## src/rtl/bk_prefix_sum16.sv

```systemverilog
// Brent-Kung carry prefix stage: takes per-bit {p,g} pairs plus carry-in and
// produces sum/carry-out through a 3-stage pipeline with valid/ready backpressure.
module bk_prefix_sum16 #(
   parameter int unsigned WIDTH = 16
) (
   input  logic               clk,
   input  logic               rst,
   input  logic               in_valid,
   output logic               in_ready,
   input  logic [2*WIDTH-1:0] pg_in,
   input  logic               cin,
   output logic               out_valid,
   input  logic               out_ready,
   output logic [WIDTH-1:0]   sum,
   output logic               cout,
   output logic               pg_err
);

   localparam int unsigned LOG_W = $clog2(WIDTH);

   logic             adv;

   // S1: raw pairs
   logic             v1_q, v1_d;
   logic [WIDTH-1:0] p1_q, p1_d;
   logic [WIDTH-1:0] g1_q, g1_d;
   logic             cin1_q, cin1_d;
   logic             err1_q, err1_d;

   // S2: up-sweep group terms
   logic [WIDTH-1:0] gu, pu;
   logic             v2_q, v2_d;
   logic [WIDTH-1:0] p2_q, p2_d;
   logic [WIDTH-1:0] gu2_q, gu2_d;
   logic [WIDTH-1:0] pu2_q, pu2_d;
   logic             cin2_q, cin2_d;
   logic             err2_q, err2_d;

   // S3: final result
   logic [WIDTH-1:0] gd;
   logic [WIDTH:0]   carry;
   logic             v3_q, v3_d;
   logic [WIDTH-1:0] sum_q, sum_d;
   logic             cout_q, cout_d;
   logic             err3_q, err3_d;

   // Whole pipeline moves together whenever the output slot is free or draining
   always_comb begin
      adv      = out_ready | ~v3_q;
      in_ready = adv;
   end

   // S1 next state: unpack pairs and flag any illegal {1,1} pair
   always_comb begin
      v1_d   = v1_q;
      p1_d   = p1_q;
      g1_d   = g1_q;
      cin1_d = cin1_q;
      err1_d = err1_q;
      if (adv) begin
         v1_d   = in_valid;
         cin1_d = cin;
         for (int unsigned i = 0; i < WIDTH; i++) begin
            p1_d[i] = pg_in[2*i+1];
            g1_d[i] = pg_in[2*i];
         end
         err1_d = |(p1_d & g1_d);
      end
   end

   // Up-sweep: in-place group (G,P) at spans 2..WIDTH, cin folded into bit 0
   always_comb begin
      gu    = g1_q;
      pu    = p1_q;
      gu[0] = g1_q[0] | (p1_q[0] & cin1_q);
      for (int unsigned l = 1; l <= LOG_W; l++) begin
         for (int unsigned i = 0; i < WIDTH; i++) begin
            if (((i + 1) % (32'd1 << l)) == 0) begin
               gu[i] = gu[i] | (pu[i] & gu[i - (32'd1 << (l - 1))]);
               pu[i] = pu[i] & pu[i - (32'd1 << (l - 1))];
            end
         end
      end
   end

   // S2 next state
   always_comb begin
      v2_d   = v2_q;
      p2_d   = p2_q;
      gu2_d  = gu2_q;
      pu2_d  = pu2_q;
      cin2_d = cin2_q;
      err2_d = err2_q;
      if (adv) begin
         v2_d   = v1_q;
         p2_d   = p1_q;
         gu2_d  = gu;
         pu2_d  = pu;
         cin2_d = cin1_q;
         err2_d = err1_q;
      end
   end

   // Down-sweep: fill the remaining prefixes from completed lower groups
   always_comb begin
      gd = gu2_q;
      for (int unsigned l = LOG_W - 1; l >= 1; l--) begin
         for (int unsigned i = 0; i < WIDTH; i++) begin
            if ((i >= (32'd1 << l)) && (((i + 1) % (32'd1 << l)) == (32'd1 << (l - 1)))) begin
               gd[i] = gd[i] | (pu2_q[i] & gd[i - (32'd1 << (l - 1))]);
            end
         end
      end
      carry = {gd, cin2_q};
   end

   // S3 next state: sum and carry-out
   always_comb begin
      v3_d   = v3_q;
      sum_d  = sum_q;
      cout_d = cout_q;
      err3_d = err3_q;
      if (adv) begin
         v3_d   = v2_q;
         sum_d  = p2_q ^ carry[WIDTH-1:0];
         cout_d = carry[WIDTH];
         err3_d = err2_q;
      end
   end

   // Valids and visible outputs, cleared by reset
   always_ff @(posedge clk) begin
      if (rst) begin
         v1_q   <= 1'b0;
         v2_q   <= 1'b0;
         v3_q   <= 1'b0;
         sum_q  <= '0;
         cout_q <= 1'b0;
         err3_q <= 1'b0;
      end else begin
         v1_q   <= v1_d;
         v2_q   <= v2_d;
         v3_q   <= v3_d;
         sum_q  <= sum_d;
         cout_q <= cout_d;
         err3_q <= err3_d;
      end
   end

   // Internal data registers; meaning gated by their stage valid
   always_ff @(posedge clk) begin
      p1_q   <= p1_d;
      g1_q   <= g1_d;
      cin1_q <= cin1_d;
      err1_q <= err1_d;
      p2_q   <= p2_d;
      gu2_q  <= gu2_d;
      pu2_q  <= pu2_d;
      cin2_q <= cin2_d;
      err2_q <= err2_d;
   end

   always_comb begin
      out_valid = v3_q;
      sum       = sum_q;
      cout      = cout_q;
      pg_err    = err3_q;
   end

endmodule

```

## config.mk

```make
export PLATFORM = sky130hd
export DESIGN_NAME = bk_prefix_sum16
export DESIGN_NICKNAME = d
export VERILOG_FILES = /design/src/rtl/bk_prefix_sum16.sv
export SDC_FILE = /design/constraint.sdc
export NUM_CORES = 1
export LEC_CHECK = 0
export BUFFER_PORTS_ARGS = -buffer_cell sky130_fd_sc_hd__buf_2
export CAP_MARGIN = 20
export CORE_MARGIN = 2
export CORE_UTILIZATION = 35
export DETAILED_ROUTE_END_ITERATION = 7
export HOLD_SLACK_MARGIN = 0.08
export PLACE_DENSITY_LB_ADDON = 0.25
export SETUP_SLACK_MARGIN = 0.5
export SLEW_MARGIN = 10
export SYNTH_ARGS = -nofsm -noshare
export SYNTH_HDL_FRONTEND = slang
export SYNTH_SLANG_ARGS = --single-unit
```

## constraint.sdc

```tcl
create_clock -name clk -period 2.4 [get_ports clk]
set_input_delay 0.12 -clock clk [delete_from_list [all_inputs] [get_ports clk]]
set_output_delay 0.12 -clock clk [all_outputs]
set_load 0.03 [all_outputs]
```

After elaboration in Yosys (flattened, before gate mapping)
Cells that the tools add are included.
{"block": "word_totals", "register_bits": 104, "latchBits": 0, "ram_bits": 0, "mem_bits_ro": 0, "inputBits": 37, "output_inout_bits": 20, "wordCells": 88, "mem_count": 0}
{"block": "op_classes", "n_addsub": 0, "multipliers": 0, "div": 0, "order_cmp": 0, "eq_ne": 0, "shifts": 0, "muxes": 0, "bitwise_logic": 72, "reduce_logical": 1}
{"cell": "$and 1x1->1", "count": 41}
{"cell": "$or 1x1->1", "count": 28}
{"cell": "$and 16x16->16", "count": 1}
{"cell": "$reduce_or 16->1", "count": 1}
{"cell": "$xor 16x16->16", "count": 1}
{"cell": "$not 1->1", "count": 1}

Longest topological paths before layout
Gate-level depths: netlist (run 1).
{"block": "depth", "ltp_word": 10, "mapped_depth": 6, "ltp_nobuf": 6}

Worst setup path before layout (run 1)
No wires, ideal clock.
{"block": "synth_path", "path_kind": "register to register", "start": "reg v3_q (netlist: out_valid)", "end": "reg cin1_q (enable)", "setup_time_ns": 0.406, "arrival_time_ns": 1.738, "required_ns": 1.994, "path_slack_ns": 0.257, "stages_incl_launch_ff": 4, "path_buffers": 1, "period_less_slack_ns": 2.143, "path_cell_list": "dfxtp_1 > nor2b_1 > inv_1 > buf_2"}
{"block": "synth_between", "elab_chain_cells": 2}
{"item": "start, declared", "line_no": "42", "text": "logic v3_q, v3_d;"}
{"item": "start signal, assigned", "line_no": "143", "text": "v3_q <= v3_d;"}
{"item": "$not 1->1", "line_no": "49", "text": "adv = out_ready | ~v3_q;"}
{"item": "$or 1x1->1", "line_no": "49"}
{"item": "net in_ready", "line_no": "9", "text": "output logic in_ready,"}
{"item": "end signal, assigned", "line_no": "154", "text": "cin1_q <= cin1_d;"}
{"item": "end, declared", "line_no": "27", "text": "logic cin1_q, cin1_d;"}
The timed path passes the listed nets, and every way through them passes these cells.
A chain may end at the register's enable or synchronous reset.

Worst setup path in the final report (run 1)
{"block": "layout_path", "start": "reg v3_q (netlist: out_valid)", "end": "out in_ready"}
{"block": "layout_between", "elab_chain_cells": 2}
{"item": "$not 1->1", "line_no": "49"}
{"item": "$or 1x1->1", "line_no": "49"}
{"item": "end, declared", "line_no": "9"}
Every way passes these cells.

==> impl_metrics.ini, run 1 <==
[setup_path]
rrSetupSlack_ns = 0.79
path_cells = nor2b_1 -> clkinv_2 -> buf_12 -> buf_2
crit_required_ns = 2.28
cp.arrival_ns = 1.66
cp_max_fo = 86
cp-startpoint = out_valid
worst_path_largest_cell_delay_ns = 0.32
endpoint = in_ready
crit_type = register to output pin
worstReg2RegEnd = sum[15]
worstReg2RegStart = gu2_q[7]
end_kind = output pin
reg2reg_depth = 6
critPathLaunchType = register
cp_slowest_cell = dfxtp_1

[finish]
final_cell_mix = edfxtp_1 (72), buf_2 (56), dlygate4sd3_1 (34)
fin_util_pct = 46.5
nNetsFinal = 362
fillers = 836
drive_gt1_share_pct = 22.7
fin_cells = 451
layout_commonest_cell = edfxtp_1
antenna-diode-count = 0
syn_to_final_growth_pct = 28.9

[min_path]
hold_path_class = input port to register

[synth]
yosysWarnings = 0
avgSynthCellArea_sq_um = 15.1
synth_top_area_share_pct = 64.8
ys_seq_area_share_pct = 77.4
synthCells = 221
synth_seq_cells = 93
ys_top_cells_by_area = edfxtp_1 (65%), dfxtp_1 (13%), nand2_1 (3.5%), a21oi_1 (3.2%), ha_1 (2.6%)
yosysTopAreaCell = edfxtp_1
synth.distinct_cells = 26
syn_nets = 265
syn_area_sq_mm = 0.00333

[timing]
hold_viol = 0
report.final.slew_viol_count = 0
fin_setup_tns_ns = 0
tightest_slew_ns = 0.429
relSlewSlack_pct = 71.4
fmax_mhz = 560
finalCritPeriodShare_pct = 74.4
hold_ws_ns = 0.167
rsz0062_at_grt = no
finalSetupViolCount = 0
period_needed_ns = 1.78
skew_ns = 0.00454

[die]
die_w_um = 102
io_pins = 57
rows = 35
fp.dieH_um = 102
core_sq_mm = 0.00924
start_util_pct = 36.1
dieArea_sq_mm = 0.0103

[cts]
cts_sinks = 93
cts.htree.levels = 3
clock_path_buffers = 2
clk_latency_ns = 0.35
cts_root_buf = clkbuf_8
numCtsBuffers = 9
tritoncts = yes
clk_pin_slew_worst_paths_ns = 0.08
cts_setup_buffers = 0

[drt]
routed_wl_um = 5980
drc = 0
wire_per_inst_um = 13.3
drt_iter0_drc = 93
postRouteAntennaNets = 0
viasPerCell = 4.49
drt_pre_antenna_iters = 4
vias = 2023

[grt]
grt-ovfl-total = 0
antenna_found_initial = 0
grt_pass1_wl_um = 9640
grtUsageTotal_pct = 12.7
grt_max_degree = 87
grt_pass1_vias = 1995

[power_and_ir_drop]
p_switching_mw = 0.730
ir_worst_vdd_v = 0.000313
powerDensity_mw_per_mm2 = 744
p_clk_share_pct = 30.1
switching_share_pct = 22.8
pwr-share-seq_pct = 59.8
p_leak_nw = 1.73
combPwrFrac_pct = 10.1
p_int_mw = 2.47

[place]
port_buffers = 56
dp.cells = 402
gp_congestion = 0.717
hpwl_um = 4020

[run]
maxCapViolCount = 0

[status]
status = finished, final reports clean
[sequential cells by signal, indices dropped and copies added (netlist names)]
register and count:
g1_q 16, gu2_q 16, p1_q 16, p2_q 16, sum 16, pu2_q 4, cin1_q 1, cin2_q 1
cout 1, err1_q 1, err2_q 1, out_valid 1, pg_err 1, v1_q 1, v2_q 1
[timing repair]
| action | in CTS | in global routing |
|---|---|---|
| resized for setup | 0 | 0 |
| endpoints found under the hold margin | 34 | 0 |
| hold buffers | 34 | 0 |
[routing by layer]
metal / routed length, um / vias to the layer above / track usage [%]
li1: - / 1031 / -
met1: 2810 / 932 / 16.5
met2: 2750 / 50 / 19.3
met3: 297 / 10 / 4.42
met4: 128 / 0 / 5.93
met5: 0 / - / 0
[worst min path at each step]
stage / start / endpoint / slack [ns] / cells past startpoint
CTS: rst / out_valid / 0.16 / 2
finish: rst / out_valid / 0.17 / 2
floorplan: rst / sum[0] / 0.19 / 1
global route: rst / sum[5] / 0.19 / 2
detailed placement: cin / cin1_q / 0.31 / 1
global placement: cin / cin1_q / 0.30 / 1
[synth_stat cells, drive strengths merged]
cell and n:
a221o 1, o21ai 7, clkbuf 2, nor2b 1
xnor2 2, a22o 4, nand3 11, a41o 1
a21o 10, inv 1, nand2 31, a211oi 2
a221oi 4, a31o 1, and3 2, ha 7
nand4 2, buf 4, edfxtp 72, and2 3
dfxtp 21, a21oi 21, or3 7, nor2 4
[kinds of logic after synthesis]
kind of cell    synth area share (%)
simple gates                    8.59
xor+xnor                       0.525
flops                           77.4
fa+ha+maj                       2.63
compound gates                  9.87
buf+inv                        0.938
[metrics by stage]
| step | power (mW) | setup WS [ns] | instance area, sq um |
|---|---|---|---|
| 3_3_place_gp | 2.23 | 0.819 | 3780 |
| 4_1_cts | 3.25 | 0.607 | 4300 |
| 6_report | 3.20 | 0.615 | 4300 |
| 5_1_grt | 3.35 | 0.507 | 4300 |
| 2_1_floorplan | 2.11 | 0.697 | 3340 |
| 3_5_place_dp | 2.24 | 0.789 | 3780 |
[power groups by stage]
| stage | Clock, mW | Sequential [mW] | Combinational (mW) |
|---|---|---|---|
| after floorplan | 0 | 2.00 | 0.115 |
| after global placement | 0 | 1.95 | 0.282 |
| after detailed placement | 0 | 1.95 | 0.284 |
| after CTS | 1.00 | 1.91 | 0.328 |
| after global routing | 1.07 | 1.93 | 0.360 |
| final | 0.962 | 1.91 | 0.324 |
[area by class of cell]
cell class                      count  area (sq um)  share of cell area [%]
Sequential cell                    93          2580                    60.1
Timing Repair Buffer               92           648                    15.1
Clock buffer                        9           124                    2.88
Tap cell                          129           161                    3.76
Multi-Input combinational cell    121           721                    16.8
Clock inverter                      6          55.1                    1.28
Inverter                            1          5.00                   0.116
[worst max-delay path: cells and delay by family, from the launching register on]
kind,cells,cell delay (ns)
buf+inv,3,0.72
flops,1,0.32
simple gates,1,0.22
Note: power is estimated with default switching activity, not from simulation.
==> run 2, diff against run 1 <==
- ABC_AREA: not set -> 1
- clock period: 2.4 -> 1.6 ns (I/O delays scaled with it)
==> run 2 against run 1 <==
Effect of this change:
- register-to-register slack worse by 0.56 ns
- non-clock buffer count is 40 higher
- sequential cell count stayed put
- critical path depth is 3 higher
- sequential power is 52% higher
- core utilization is 6.8 points higher
- combinational power is 120% higher
- critical endpoint is now sum[11]
==> impl_metrics.ini, run 2 <==
[status]
status = finished, final reports clean

[setup_path]
cp_max_fo = 2
crit_required_ns = 1.85
end_kind = register
cp.arrival_ns = 1.62
crit_type = register to register
critPathLaunchType = register
reg2reg_depth = 7

[die]
io_pins = 57
core_sq_mm = 0.00964
start_util_pct = 35.6
dieArea_sq_mm = 0.0106
die_w_um = 103
fp.dieH_um = 103
rows = 36

[drt]
drt_pre_antenna_iters = 4
drc = 0
viasPerCell = 4.25
vias = 2246
postRouteAntennaNets = 0
wire_per_inst_um = 13.7
routed_wl_um = 7230
drt_iter0_drc = 70

[synth]
yosysTopAreaCell = edfxtp_1
synth_seq_cells = 93
synthCells = 252
ys_top_cells_by_area = edfxtp_1 (63%), dfxtp_1 (12%), nor2_1 (3.4%), nand2_1 (3.3%), ha_1 (2.5%)
synth_ff_type = edfxtp_1
synth_top_area_share_pct = 62.9
synth_edf_count = 72
syn_area_sq_mm = 0.00344
avgSynthCellArea_sq_um = 13.6
async_flop_share_pct = 0
yosysWarnings = 0
syn_nets = 296
synth_common_cells = edfxtp_1 (72), nor2_1 (31), nand2_1 (30)
ys_seq_area_share_pct = 75.2
synth.distinct_cells = 23
synth.most_common_cell = edfxtp_1

[cts]
cts_sinks = 93
tritoncts = yes
cts_root_buf = clkbuf_8
numCtsBuffers = 9
clock_path_buffers = 2
clk_latency_ns = 0.36
clk_pin_slew_worst_paths_ns = 0.10
cts.htree.levels = 3

[grt]
grt_pass1_vias = 2090
grt_pass1_wl_um = 10100
grt-ovfl-total = 0
antenna_found_initial = 0
grt_max_degree = 21
grtUsageTotal_pct = 12.8

[finish]
syn_to_final_growth_pct = 49.6
antenna-diode-count = 0
nNetsFinal = 434
fin_util_pct = 53.3
layout_commonest_cell = edfxtp_1
drive_gt1_share_pct = 35.4
fillers = 840
final_cell_mix = edfxtp_1 (72), buf_2 (55), dlygate4sd3_1 (31)

[timing]
fmax_mhz = 732
period_needed_ns = 1.37
relSlewSlack_pct = 59.5
tightest_slew_ns = 0.607
skew_ns = 0.0128
rsz0062_at_grt = yes
finalSetupViolCount = 0
finalCritPeriodShare_pct = 85.4
fin_setup_tns_ns = 0
report.final.slew_viol_count = 0
hold_viol = 0

[run]
maxCapViolCount = 0

[place]
hpwl_um = 4050
port_buffers = 56
gp_congestion = 0.722

[power_and_ir_drop]
p_leak_nw = 2.26
ir_worst_vdd_v = 0.000431
powerDensity_mw_per_mm2 = 1040

[min_path]
hold_path_class = input port to register
whs_path_depth = 2
## run 2: cell types whose count changed in the layout (fill, tap and decap cells not counted), moves of 7 or more
cell       delta
nand2_1       -7
o21bai_1      +7
xnor2_1       +7
o21ai_1      +10
nor2_1       +22
buf_4        +16
or3_1         -7
nand3_1       -7
inv_1        +16
nand2_2      +11
a21oi_1      -14
clkbuf_16     +8
## run 2: path summary, 6_finish.rpt
kind              startpoint  slack, ns        to
hold / removal     pg_in[29]       0.09  p1_q[14]
setup / recovery    gu2_q[7]       0.23   sum[11]
hold reg to reg       err1_q       0.44    err2_q
setup reg to reg    gu2_q[7]       0.23   sum[11]
## run 2: per-stage QoR
stage | hold WS (ns) | power [mW] | std cells | setup slack (ns) | instance area (sq um)
4_1_cts | 0.204 | 5.29 | 502 | 0.249 | 4720
5_1_grt | 0.0978 | 5.57 | 528 | 0.154 | 5140
3_3_place_gp | 0.251 | 3.45 | 439 | 0.272 | 3910
6_report | 0.0891 | 5.35 | 528 | 0.233 | 5140
3_5_place_dp | 0.251 | 3.46 | 439 | 0.237 | 3910
2_1_floorplan | 0.133 | 3.27 | 252 | 0.325 | 3470
## run 2: where the power goes
| group | internal, mW | total, mW | switching (mW) |
|---|---|---|---|
| clock network | 0.888 | 1.73 | 0.842 |
| registers | 2.81 | 2.90 | 0.0950 |
| logic | 0.350 | 0.711 | 0.361 |
| total | 4.05 | 5.35 | 1.30 |
## run 2: logic make-up (layout without fill, tap and decap cells)
kind of cell	count (synthesis)	count (layout)	share of synthesized area, %
XOR/XNOR	9	9	2.29
flip-flops	93	93	75.2
AND/OR/NAND/NOR	75	75	9.21
AO/OA/AOI/OAI	44	44	7.54
adder cells (fa/ha/maj)	7	7	2.55
buffers and inverters	24	167	3.24
## run 2: per-layer routing
layer	track usage, %	up-vias	routed length, um
li1	-	1162	-
met1	16.9	1028	3420
met2	20.2	48	3420
met3	2.92	8	295
met4	5.77	0	95
met5	0	-	0
## run 2: final cells by class
type / instances / area (sq um) / share of cell area [%]
clock buffers: 9 / 124 / 2.41
inverters: 18 / 75.1 / 1.46
repair buffers: 132 / 1270 / 24.6
flip-flops and latches: 93 / 2590 / 50.3
repair inverters: 1 / 6.26 / 0.122
clock inverters: 7 / 98.8 / 1.92
multi-input cells: 135 / 816 / 15.9
well taps: 133 / 166 / 3.24
## run 2: repair_timing
item,4_1_cts,5_1_grt
hold endpoints to repair,35,0
hold buffers,35,0
setup buffers,7,17
pin swaps,9,17
gates cloned,5,9
gates resized for setup,19,27
endpoints found under the setup margin,87,78
## run 2: critical path, cell delays in order (launching register included)
cell and delay (ns):
edfxtp_1 0.40, buf_4 0.15, a21o_1 0.17, ha_4 0.16, nor2_2 0.10, xnor2_1 0.08
o21bai_1 0.15, inv_1 0.06
